**config.mk**
```make
export PLATFORM = sky130hd
export DESIGN_NAME = serial_subtractor64_flat
export DESIGN_NICKNAME = d
export VERILOG_FILES = /design/src/rtl/serial_subtractor64_if.sv /design/src/rtl/serial_subtractor64.sv /design/src/flat_wrapper.sv
export SDC_FILE = /design/constraint.sdc
export NUM_CORES = 1
export LEC_CHECK = 0
export BUFFER_PORTS_ARGS = -buffer_cell sky130_fd_sc_hd__buf_4
export CORE_MARGIN = 2
export CORE_UTILIZATION = 40
export DETAILED_ROUTE_END_ITERATION = 10
export GPL_TIMING_DRIVEN = 0
export SYNTH_ARGS = -nofsm -noshare
export SYNTH_HDL_FRONTEND = slang
export SYNTH_SLANG_ARGS = --single-unit
```
**constraint.sdc**
```tcl
create_clock -name clk -period 4.45 [get_ports clk]
set_input_delay 0.2225 -clock clk [delete_from_list [all_inputs] [get_ports clk]]
set_output_delay 0.2225 -clock clk [all_outputs]
set_load 0.01 [all_outputs]
```
**src/rtl/serial_subtractor64_if.sv**
```systemverilog
// rtl/serial_subtractor64_if.sv - start/busy/done handshake and operand/result bundle for serial_subtractor64
interface serial_subtractor64_if #(
  parameter int WIDTH = 64
);
  logic             start;
  logic [WIDTH-1:0] x;
  logic [WIDTH-1:0] y;
  logic             borrow_in;
  logic             busy;
  logic             done;
  logic [WIDTH-1:0] diff;
  logic             borrow_out;
  logic             zero;
  logic             overflow;

  modport master (
    output start, x, y, borrow_in,
    input  busy, done, diff, borrow_out, zero, overflow
  );

  modport slave (
    input  start, x, y, borrow_in,
    output busy, done, diff, borrow_out, zero, overflow
  );
endinterface

```
**src/rtl/serial_subtractor64.sv**
```systemverilog
// rtl/serial_subtractor64.sv - multi-cycle subtractor computing x - y - borrow_in one slice per clock
module serial_subtractor64 #(
  parameter int WIDTH = 64,
  parameter int SLICE = 4
) (
  input  logic                  clk,
  input  logic                  rst_n,
  serial_subtractor64_if.slave  bus
);
  localparam int N  = WIDTH / SLICE;
  localparam int KW = (N > 1) ? $clog2(N) : 1;
  localparam logic [KW-1:0] K_LAST = KW'(N - 1);

  typedef enum logic [1:0] {
    IDLE = 2'd0,
    RUN  = 2'd1,
    DONE = 2'd2
  } state_t;

  state_t             state;
  logic [WIDTH-1:0]   x_q;
  logic [WIDTH-1:0]   y_q;
  logic [WIDTH-1:0]   partial;
  logic [KW-1:0]      k;
  logic               b;
  logic               busy_q;
  logic               done_q;
  logic [WIDTH-1:0]   diff_q;
  logic               borrow_out_q;
  logic               zero_q;
  logic               overflow_q;

  logic [SLICE:0]     slice_sum;
  logic               slice_borrow;
  logic [WIDTH-1:0]   partial_nxt;

  // One slice of x + ~y + ~borrow; the full result including the current slice feeds the final load
  always_comb begin
    slice_sum    = {1'b0, x_q[k*SLICE +: SLICE]}
                 + {1'b0, ~y_q[k*SLICE +: SLICE]}
                 + {{SLICE{1'b0}}, ~b};
    slice_borrow = ~slice_sum[SLICE];
    partial_nxt  = partial;
    partial_nxt[k*SLICE +: SLICE] = slice_sum[SLICE-1:0];
  end

  // Control FSM with operand capture, slice iteration and registered result/flags
  always_ff @(posedge clk or negedge rst_n) begin
    if (!rst_n) begin
      state        <= IDLE;
      x_q          <= '0;
      y_q          <= '0;
      partial      <= '0;
      k            <= '0;
      b            <= 1'b0;
      busy_q       <= 1'b0;
      done_q       <= 1'b0;
      diff_q       <= '0;
      borrow_out_q <= 1'b0;
      zero_q       <= 1'b0;
      overflow_q   <= 1'b0;
    end else begin
      done_q <= 1'b0;
      case (state)
        RUN: begin
          partial <= partial_nxt;
          b       <= slice_borrow;
          if (k == K_LAST) begin
            state        <= DONE;
            busy_q       <= 1'b0;
            done_q       <= 1'b1;
            diff_q       <= partial_nxt;
            borrow_out_q <= slice_borrow;
            zero_q       <= (partial_nxt == '0);
            overflow_q   <= (x_q[WIDTH-1] != y_q[WIDTH-1]) &&
                            (partial_nxt[WIDTH-1] != x_q[WIDTH-1]);
          end else begin
            k <= k + 1'b1;
          end
        end
        // IDLE and DONE both accept a new request; DONE falls back to IDLE otherwise
        default: begin
          if (bus.start) begin
            state   <= RUN;
            busy_q  <= 1'b1;
            x_q     <= bus.x;
            y_q     <= bus.y;
            b       <= bus.borrow_in;
            partial <= '0;
            k       <= '0;
          end else begin
            state <= IDLE;
          end
        end
      endcase
    end
  end

  assign bus.busy       = busy_q;
  assign bus.done       = done_q;
  assign bus.diff       = diff_q;
  assign bus.borrow_out = borrow_out_q;
  assign bus.zero       = zero_q;
  assign bus.overflow   = overflow_q;
endmodule

```
**src/flat_wrapper.sv**
```systemverilog
// flat-port wrapper written by rule: the top's interface ports become plain ports
module serial_subtractor64_flat 
#(
  parameter int WIDTH = 64,
  parameter int SLICE = 4
)
  (clk, rst_n, bus_start, bus_x, bus_y, bus_borrow_in, bus_busy, bus_done, bus_diff, bus_borrow_out, bus_zero, bus_overflow);
  serial_subtractor64_if #(.WIDTH(WIDTH)) bus_i ();
  input  logic clk;
  input  logic rst_n;
  input wire logic [$bits(bus_i.start)-1:0] bus_start;
  input wire logic [$bits(bus_i.x)-1:0] bus_x;
  input wire logic [$bits(bus_i.y)-1:0] bus_y;
  input wire logic [$bits(bus_i.borrow_in)-1:0] bus_borrow_in;
  output wire logic [$bits(bus_i.busy)-1:0] bus_busy;
  output wire logic [$bits(bus_i.done)-1:0] bus_done;
  output wire logic [$bits(bus_i.diff)-1:0] bus_diff;
  output wire logic [$bits(bus_i.borrow_out)-1:0] bus_borrow_out;
  output wire logic [$bits(bus_i.zero)-1:0] bus_zero;
  output wire logic [$bits(bus_i.overflow)-1:0] bus_overflow;
  assign bus_i.start = bus_start;
  assign bus_i.x = bus_x;
  assign bus_i.y = bus_y;
  assign bus_i.borrow_in = bus_borrow_in;
  assign bus_busy = bus_i.busy;
  assign bus_done = bus_i.done;
  assign bus_diff = bus_i.diff;
  assign bus_borrow_out = bus_i.borrow_out;
  assign bus_zero = bus_i.zero;
  assign bus_overflow = bus_i.overflow;
  serial_subtractor64 #(.WIDTH(WIDTH), .SLICE(SLICE)) u_core (.clk(clk), .rst_n(rst_n), .bus(bus_i));
endmodule
```
# ---- After elaboration in Yosys (flattened, before gate mapping)
# Cells that the tools add are included.
dict set report totals {
  reg_bits 268
  in_bits 132
  out_inout_bits 69
  elab_cells 53
}
dict set report op_classes {
  n_addsub 4
  eq_ne 6
  shift 4
  n_mux 16
  n_bitwise 4
  reduce_logical 7
}
# cell count
set op_table {}
lappend op_table {{$mux W64} 2}
lappend op_table {{$shiftx A64 B7 Y4} 2}
lappend op_table {{$bwmux W64} 1}
lappend op_table {{$logic_not A64 Y1} 1}
lappend op_table {{$shift A4 B34 Y64 const A} 1}
lappend op_table {{$shiftx A4 B34 Y64} 1}
lappend op_table {{$neg A6 Y34} 1}
lappend op_table {{$mux W4} 3}
lappend op_table {{$mux W1} 8}
lappend op_table {{$reduce_and A2 Y1} 4}
lappend op_table {{$add A4 B4 Y5} 1}
lappend op_table {{$add A5 B1 Y5} 1}
lappend op_table {{$add A4 B1 Y4 const B} 1}
lappend op_table {{$eq A4 B4 Y1 const B} 1}
lappend op_table {{$mux W2} 2}
lappend op_table {{$not A4 Y4} 1}
lappend op_table {{$not A1 Y1} 3}
lappend op_table {{$eq A2 B1 Y1 const B} 1}
lappend op_table {{$ne A1 B1 Y1} 2}
lappend op_table {{$ne A2 B1 Y1 const B} 1}
lappend op_table {{$ne A2 B2 Y1 const B} 1}
lappend op_table {{$reduce_bool A2 Y1} 1}
lappend op_table {{$logic_and A1 B1 Y1} 1}

# ---- Logic depth before layout (Yosys ltp)
# Gate-level depths: netlist (run 1).
dict set report depth {
  depth_word 8
  ltp_mapped 16
}

# ---- Least setup slack after synthesis (run 1)
# No wires, ideal clock.
dict set report synth_timing {
  path_kind {reg-to-reg}
  start {register u_core.k[0]}
  end {register u_core.zero_q, in the netlist u_core.bus.zero}
  arrival_time_ps 4791
  required_time_ps 4358
  setup_slack_ps -432
  stages_incl_launch_ff 15
  path_cell_list {dfrtp_1 clkbuf_1 buf_1 mux4_2 mux4_2 fa_1 inv_1 fa_1 nor2b_1 nor2_1 nor2_1 o2bb2ai_1 or4_1 or4_1 o31ai_2}
}
dict set report synth_between {
  elab_chain_len 7
  elab_cells_between_ends 12
  cone_classes {3 x add/sub; 1 x eq/ne; 4 x shift; 1 x mux; 1 x bitwise; 2 x reduce/logical}
}
# element line
set synth_lines {}
lappend synth_lines {{from (decl)} serial_subtractor64.sv:24} ;# logic [KW-1:0] k;
lappend synth_lines {{from (signal assigned)} serial_subtractor64.sv:78} ;# k <= k + 1'b1;
lappend synth_lines {{$shiftx A64 B7 Y4} serial_subtractor64.sv:40} ;# + {1'b0, ~y_q[k*SLICE +: SLICE]}
lappend synth_lines {{$not A4 Y4} serial_subtractor64.sv:40}
lappend synth_lines {{$add A4 B4 Y5} serial_subtractor64.sv:40}
lappend synth_lines {{$add A5 B1 Y5} serial_subtractor64.sv:41} ;# + {{SLICE{1'b0}}, ~b};
lappend synth_lines {{$shiftx A4 B34 Y64} serial_subtractor64.sv:44} ;# partial_nxt[k*SLICE +: SLICE] = slice_sum[SLICE-1:0];
lappend synth_lines {{$bwmux W64} serial_subtractor64.sv:44}
lappend synth_lines {{$logic_not A64 Y1} serial_subtractor64.sv:74} ;# zero_q <= (partial_nxt == '0);
lappend synth_lines {{to (signal assigned)} serial_subtractor64.sv:74}
lappend synth_lines {{to (decl)} serial_subtractor64.sv:30} ;# logic zero_q;
# Parallel ways exist; a longest one is shown, timed or not.
# A chain may end at the register's enable or synchronous reset.

# ---- Worst setup path in the final report (run 1)
dict set report layout_timing {
  start {register u_core.k[1]}
  end {register u_core.zero_q, in the netlist u_core.bus.zero}
}
# The elaborated chain is that of the path after synthesis.

==> key figures, run 1 <==
Run status
  – Outcome: complete, no violations

Timing
  – Post-layout minimum cycle time: 4.416 ns
  – Fin. max-slew vios: 0
  – Highest clock frequency the design can meet: 226.5 MHz
  – Worst slew pin tran: 1.191 ns
  – RSZ-0062 raised after global routing: yes
  – Worst slew margin relative to its limit: 19.97%
  – Hold violation count in the final report: 0
  – Post-route fraction of the period consumed by the critical path: 99.23%
  – Worst clock skew on the final layout: 0.01179 ns
  – Final-report setup violation count: 0

Global routing
  – Total global-route track usage: 24.08%
  – GRT met1 Usage: 32.03%
  – Via count of the first global-routing pass: 10390
  – Met3 Track Usage GR: 4.650%
  – Most Used Layer, Global Route: met2
  – First-pass GRT wire length: 61310 microns
  – Initial antenna violation count: 3
  – Met2 GRT Util: 39.83%
  – Maximum number of pins on one net before global-route repair: 96
  – Total congestion overflow: 0

Clock network
  – Buffer depth of the longest clock path: 3
  – Clock sink count: 268
  – TritonCTS clock tree: yes
  – Clock root buffer master: clkbuf_16
  – H-tree depth: 1
  – Post-CTS clock slew at the launch and capture registers of the worst setup and hold paths: 0.06 ns
  – Clock buffer count from CTS: 31
  – Clk Latency, worst-skew pair: 0.56 ns

Placement
  – Count of input and output buffers: 200
  – Detailed placer's ending HPWL: 27880 microns
  – Final GP Congestion: 0.9291
  – Number of placed instances with taps included: 1658

Pwr
  – Pint: 8957 uW
  – Portion of total power attributed to combinational logic: 58.4%
  – Sw Pwr: 6916 uW
  – Power consumption: 15870 uW
  – Power share of the clock group: 15.7%
  – P per Cell Area: 907.0 nW/um^2
  – Relative contribution of sequential cells to total power: 25.9%
  – Worst vdd ir: 0.8562 mV
  – Sw frac: 43.57%
  – Leakage power summed over all cells: 0.007687 uW

Floorplanning
  – Chip width: 182.2 microns
  – Effective utilization at floorplan: 40.45%
  – Area of the core: 31390 sq um
  – Die footprint: 33190 sq um
  – Die Ht: 182.2 microns
  – # rows: 65
  – IO Count: 201

Drt
  – Via count of the routed design: 10180
  – Detail Route Antenna Nets: 0
  – First drt pass iteration count: 6
  – Via-per-instance ratio: 5.472
  – Final routed DRC violation total: 0
  – Total Routed Length: 40110 microns
  – First DRT Iteration DRCs: 673
  – Post-DR wirelength/cell: 21.56 microns

Yosys
  – Main synth FF type: dfrtp_1
  – Share of flip-flops with an asynchronous set or reset after synthesis: 100.0%
  – Synth Net Count: 1196
  – Number of unique standard cell types used by synthesis: 69
  – Synth warn: 0
  – Mapped cell area: 12700 sq um
  – Sequential area share after synthesis: 52.81%
  – FF+latch count, synth: 268
  – Mapped Avg Cell Area: 12.05 sq um
  – EDFF count, synth: 0
  – Gate count of the mapped netlist: 1054

Final layout
  – Number of nets in the finished design: 1578
  – Final cell count without fillers: 1861
  – Fraction of final layout cells sized beyond drive strength 1: 34.87%
  – Area delta synth->final: 37.80%

Setup path
  – Slowest-stage cell, CP: mux4_2
  – Top fanout value on the critical path: 10
  – Worst Path Arrival: 4.89 ns
  – CP peak stage delay: 0.52 ns
  – Setup Crit Path Kind: reg2reg
  – Gate family responsible for the most delay along the worst path: simple AND/OR/NAND/NOR gates
  – Data required time of the worst path: 4.92 ns
  – Nature of the critical path endpoint: flip-flop
  – Kind of start point of the critical path: flip-flop
  – Buffers & Inverters on Critical Path: 3
  – Cells traversed along the worst timing path: buf_8 -> clkbuf_8 -> mux4_2 -> mux4_2 -> fa_2 -> inv_2 -> fa_2 -> nor2b_2 -> and3_4 -> o21ai_2 -> or4_4 -> or4_4 -> o31ai_2

Flow run
  – Max-capacitance violation count: 0

Worst hold path
  – Hold/Removal Path Class: in2async
power by group through the flow:
| stage | clock [uW] | sequential, uW | combinational, uW |
|---|---|---|---|
| 2_1_floorplan | 0 | 4070 | 5040 |
| 3_3_place_gp | 0 | 4090 | 7580 |
| 3_5_place_dp | 0 | 4130 | 7640 |
| 4_1_cts | 2540 | 4100 | 8840 |
| 5_1_grt | 2660 | 4220 | 9800 |
| 6_report | 2490 | 4110 | 9270 |
logic make-up after synthesis:
family | share of synthesized area (%)
muxes | 21.12
AOI/OAI and AO/OA | 10.71
DFF | 52.81
xor gates and xnor gates | 0.6405
and+or+nand+nor | 10.92
buffers and inverters | 2.700
adders and majority gates | 1.103
sequential cells by signal, summed over array words and instances, names as in the netlist, 2 cells and up:
register,cells
u_core.bus.diff,64
u_core.partial,64
u_core.x_q,64
u_core.y_q,64
u_core.k,4
u_core.state,2
per-stage QoR:
step | hold WS [ns] | utilization, % | TNS [ns] | setup slack (ns) | cell area (sq um)
after floorplan | -0.07309 | - | 0 | 0.006123 | 12720
after global placement | 0.4550 | 46.89 | -15.90 | -1.244 | 14720
after detailed placement | 0.2837 | 47.09 | -17.46 | -1.258 | 14780
after CTS | 0.2913 | 55.41 | 0 | 0.01133 | 17390
after global routing | 0.3026 | 55.75 | -0.009446 | -0.009446 | 17500
final | 0.2451 | 55.75 | 0 | 0.03405 | 17500
metal layers:
metal	routed length, microns	vias up
li1	-	4621
met1	16860	5119
met2	19300	364
met3	2567	78
met4	1379	2
met5	14	-
timing repair:
item | 4_1_cts | 5_1_grt
hold buffers | 130 | 0
pin swaps | 5 | 6
endpoints found under the setup margin | 80 | 1
resized for setup | 50 | 18
endpoints found under the hold margin | 215 | 0
setup buffers | 15 | 4
cell type report:
type	count	area [sq um]
clock inverter	8	70.07
timing repair buffer	351	3020
fill	2651	13890
inverter	14	52.55
antenna	2	5.005
sequential	268	6709
clock buffer	46	932.1
buffer	66	421.7
tap	402	503.0
multi-input combinational	704	5787
worst paths after layout:
check                                             endpoint                            from  cells past startpoint  slack [ns]
min                        u_core.bus.diff[48]$_DFFE_PN0P_                           rst_n                      2        0.25
max in group asynchronous          u_core.k[1]$_DFFE_PN0P_                           rst_n                      3        3.29
min reg2reg                 u_core.bus.diff[7]$_DFFE_PN0P_  u_core.bus.diff[7]$_DFFE_PN0P_                      2        0.48
max reg2reg                    u_core.bus.zero$_DFFE_PN0P_         u_core.k[1]$_DFFE_PN0P_                     13        0.03
max                            u_core.bus.zero$_DFFE_PN0P_         u_core.k[1]$_DFFE_PN0P_                     13        0.03
min in group clk               u_core.state[0]$_DFFE_PN0P_                       bus_start                      3        0.38
cell usage after synthesis (all sizes together), types with 3 or more instances:
cell type	count	share of area [%]
a2111oi	5	0.64
a21oi	23	1.1
a22o	24	1.7
a31oi	16	0.79
a32o	12	0.95
buf	15	0.72
clkbuf	53	1.6
dfrtp	268	53
ha	8	0.79
inv	14	0.41
mux2	128	11
mux2i	34	2.7
mux4	40	7.1
nand2	120	3.6
nand2b	10	0.51
nand3	13	0.51
nand3b	25	1.6
nand4	5	0.25
nor2	50	1.5
nor2b	12	0.59
nor3	22	0.91
nor4	5	0.25
o2111ai	3	0.26
o21ai	96	3.8
o31ai	9	0.57
or2	5	0.25
or3	3	0.15
xnor2	3	0.35
placed cells by master (no fill, tap or decap), types with 6 or more instances in the layout:
cell           instances
a32o_1                12
ha_1                   8
a22o_1                24
buf_4                219
inv_1                 12
clkbuf_8              11
nand3b_1              24
mux2i_1               28
clkbuf_1              51
dlygate4sd3_1        130
nand3_1               12
nand2b_1               9
a31oi_1               16
mux2i_2                6
mux2_2               128
nor2b_1               11
o31ai_1                7
dfrtp_1              266
o21ai_0               90
clkbuf_16             33
a21oi_1               19
nor2_1                45
nand2_1              119
nor3_1                20
mux4_2                40
Power figures use the tool's default switching activity.
==> run 2: changes to the inputs <==
CORE_UTILIZATION = 36   (was 40)
==> key figures, run 2 (same netlist as run 1, synthesis figures left out) <==
Run status
  – Outcome: complete, no violations (unchanged)

Setup path
  – Worst Path Arrival: 4.91 ns (was 4.89 ns)
  – Crit Reg-Reg Startpoint: u_core.k[0]$_DFFE_PN0P_ (was u_core.k[1]$_DFFE_PN0P_)
  – Nature of the critical path endpoint: flip-flop (unchanged)
  – Slowest-stage cell, CP: mux4_2 (unchanged)
  – CP peak stage delay: 0.54 ns (was 0.52 ns)
  – Setup Crit Path Kind: reg2reg (unchanged)
  – Cells traversed along the worst timing path: clkbuf_16 -> clkbuf_16 -> mux4_2 -> mux4_2 -> fa_2 -> inv_2 -> fa_2 -> buf_4 -> nor2b_1 -> mux2i_1 -> o2111ai_1 -> nor4_2 -> nand4_1 -> o31ai_2 (was buf_8 -> clkbuf_8 -> mux4_2 -> mux4_2 -> fa_2 -> inv_2 -> fa_2 -> nor2b_2 -> and3_4 -> o21ai_2 -> or4_4 -> or4_4 -> o31ai_2)
  – Worst reg-to-reg setup slack: 0.006 ns (was 0.03 ns)
  – Worst setup path start: u_core.k[0]$_DFFE_PN0P_ (was u_core.k[1]$_DFFE_PN0P_)
  – Kind of start point of the critical path: flip-flop (unchanged)
  – Data required time of the worst path: 4.92 ns (about the same)
  – Top fanout value on the critical path: 6 (was 10)

Clock network
  – Clock sink count: 268 (unchanged)
  – Clk Latency, worst-skew pair: 0.57 ns (was 0.56 ns)
  – Post-CTS clock slew at the launch and capture registers of the worst setup and hold paths: 0.06 ns (about the same)
  – Clock root buffer master: clkbuf_16 (unchanged)
  – Clock buffer count from CTS: 31 (unchanged)
  – H-tree depth: 1 (unchanged)
  – TritonCTS clock tree: yes (unchanged)
  – Buffer depth of the longest clock path: 3 (unchanged)

Floorplanning
  – Effective utilization at floorplan: 36.67% (was 40.45%)
  – Area of the core: 34630 sq um (was 31390 sq um)
  – Die footprint: 36790 sq um (was 33190 sq um)
  – # rows: 68 (was 65)
  – Chip width: 191.8 microns (was 182.2 microns)
  – IO Count: 201 (unchanged)
  – Die Ht: 191.8 microns (was 182.2 microns)

Timing
  – Post-route fraction of the period consumed by the critical path: 99.86% (was 99.23%)
  – Highest clock frequency the design can meet: 225.0 MHz (was 226.5 MHz)
  – Worst slew margin relative to its limit: 21.73% (was 19.97%)
  – RSZ-0062 raised after global routing: yes (unchanged)
  – Fin. max-slew vios: 0 (unchanged)
  – Post-layout minimum cycle time: 4.444 ns (was 4.416 ns)
  – Worst clock skew on the final layout: 0.01992 ns (was 0.01179 ns)
  – Final-report setup violation count: 0 (unchanged)
  – Worst-case setup margin in the final layout: 0.006199 ns (was 0.03405 ns)
  – Worst slew pin tran: 1.165 ns (was 1.191 ns)
  – Hold violation count in the final report: 0 (unchanged)

Pwr
  – Worst vdd ir: 0.8499 mV (was 0.8562 mV)
  – Leakage power summed over all cells: 0.007699 uW (was 0.007687 uW)
  – P per Cell Area: 904.3 nW/um^2 (was 907.0 nW/um^2)
  – Power consumption: 15900 uW (was 15870 uW)

Final layout
  – Cell area after layout: 17580 sq um (was 17500 sq um)
  – Final standard cell utilization of the core: 50.76% (was 55.75%)
  – Leading cell types in the layout, fill and taps excluded: dfrtp_1 (266), buf_4 (219), dlygate4sd3_1 (130) (unchanged)
  – Number of nets in the finished design: 1578 (unchanged)
  – Area delta synth->final: 38.40% (was 37.80%)
  – Most common cell after layout, fill and taps aside: dfrtp_1 (unchanged)
  – Fraction of final layout cells sized beyond drive strength 1: 35.02% (was 34.87%)
  – Number of fill cells in the layout: 3058 (was 2651)

Global routing
  – Total congestion overflow: 0 (unchanged)
  – First-pass GRT wire length: 63170 microns (was 61310 microns)
  – Via count of the first global-routing pass: 10720 (was 10390)
  – Initial antenna violation count: 4 (was 3)
  – Maximum number of pins on one net before global-route repair: 121 (was 96)
  – Total global-route track usage: 22.64% (was 24.08%)

Flow run
  – Max-capacitance violation count: 0 (unchanged)

Placement
  – Detailed placer's ending HPWL: 29120 microns (was 27880 microns)
  – Total placed instance area: 14850 sq um (was 14780 sq um)
  – Final GP Congestion: 0.9054 (was 0.9291)
  – Count of input and output buffers: 200 (unchanged)
  – Placement Setup Slack: -1.242 ns (was -1.258 ns)

Drt
  – Final routed DRC violation total: 0 (unchanged)
  – First drt pass iteration count: 5 (was 6)
  – First DRT Iteration DRCs: 723 (was 673)
  – Total Routed Length: 41440 microns (was 40110 microns)
  – Via count of the routed design: 10220 (was 10180)
  – Post-DR wirelength/cell: 21.62 microns (was 21.56 microns)
  – Detail Route Antenna Nets: 0 (unchanged)
  – Via-per-instance ratio: 5.333 (was 5.472)

Worst hold path
  – Hold/Removal Path Class: in2async (unchanged)
run 2: cell types whose count changed in the layout (fill, tap and decap cells not counted), moves of 2 or more:
cell	delta
or4_4	-2
or4_1	+2
clkinv_4	+2
nor2_1	-2
nor2_2	+2
clkinvlp_4	+2
buf_12	-2
o21ai_1	+2
run 2: power by group:
group | internal, uW | leakage, uW | switching (uW)
registers | 3510 | 0.00340 | 615
clock network | 1450 | 0.000485 | 1050
logic | 3990 | 0.00381 | 5280
run 2: layer usage:
metal,up-vias,track usage [%],wire length [microns]
met5,-,0,13
met4,2,7.041,1334
met3,79,5.810,3075
met2,394,37.53,19850
met1,5115,29.05,17170
li1,4633,-,-
run 2: metrics by stage:
stage	TNS, ns	instances	hold WS [ns]
global placement	-19.44	1709	0.4552
global route	-0.06321	1916	0.2647
finish	0	1917	0.2136
detailed placement	-17.50	1711	0.2113
CTS	0	1906	0.2210
floorplan	0	1054	-0.07309
run 2: area by class of cell:
cell class                 instances  area (sq um)  share of cell area (%)
antenna                            3         7.507                 0.04271
clock buffer                      43         890.9                   5.068
timing repair buffer             351          3008                   17.11
inverter                          14         52.55                  0.2990
sequential                       268          6709                   38.17
tap                              455         569.3                   3.239
multi-input combinational        704          5794                   32.97
clock inverter                    13         111.4                  0.6335
buffer                            66         434.2                   2.470
run 2: what timing repair did:
action,in CTS,in global routing
pin swaps,5,5
hold buffers,130,0
gates resized for setup,56,19
buffers inserted,10,9
endpoints found under the setup margin,90,1
hold endpoints to repair,194,0
run 2: final timing paths:
kind	depth (start not counted)	end
setup / recovery	14	u_core.bus.zero$_DFFE_PN0P_
hold / removal	2	u_core.partial[19]$_DFFE_PN0P_
setup reg to reg	14	u_core.bus.zero$_DFFE_PN0P_
hold reg to reg	2	u_core.bus.diff[2]$_DFFE_PN0P_
max in group asynchronous	4	u_core.x_q[3]$_DFFE_PN0P_
min in group clk	3	u_core.state[0]$_DFFE_PN0P_
run 2: worst max-delay path, delay by kind of cell, from the launching register on:
kind / cells / cell delay (ns)
AND/OR/NAND/NOR: 3 / 0.62
buffers and inverters: 4 / 0.56
adder cells (fa/ha/maj): 2 / 0.92
multiplexers: 3 / 1.38
AO/OA/AOI/OAI: 2 / 0.49
flip-flops: 1 / 0.39
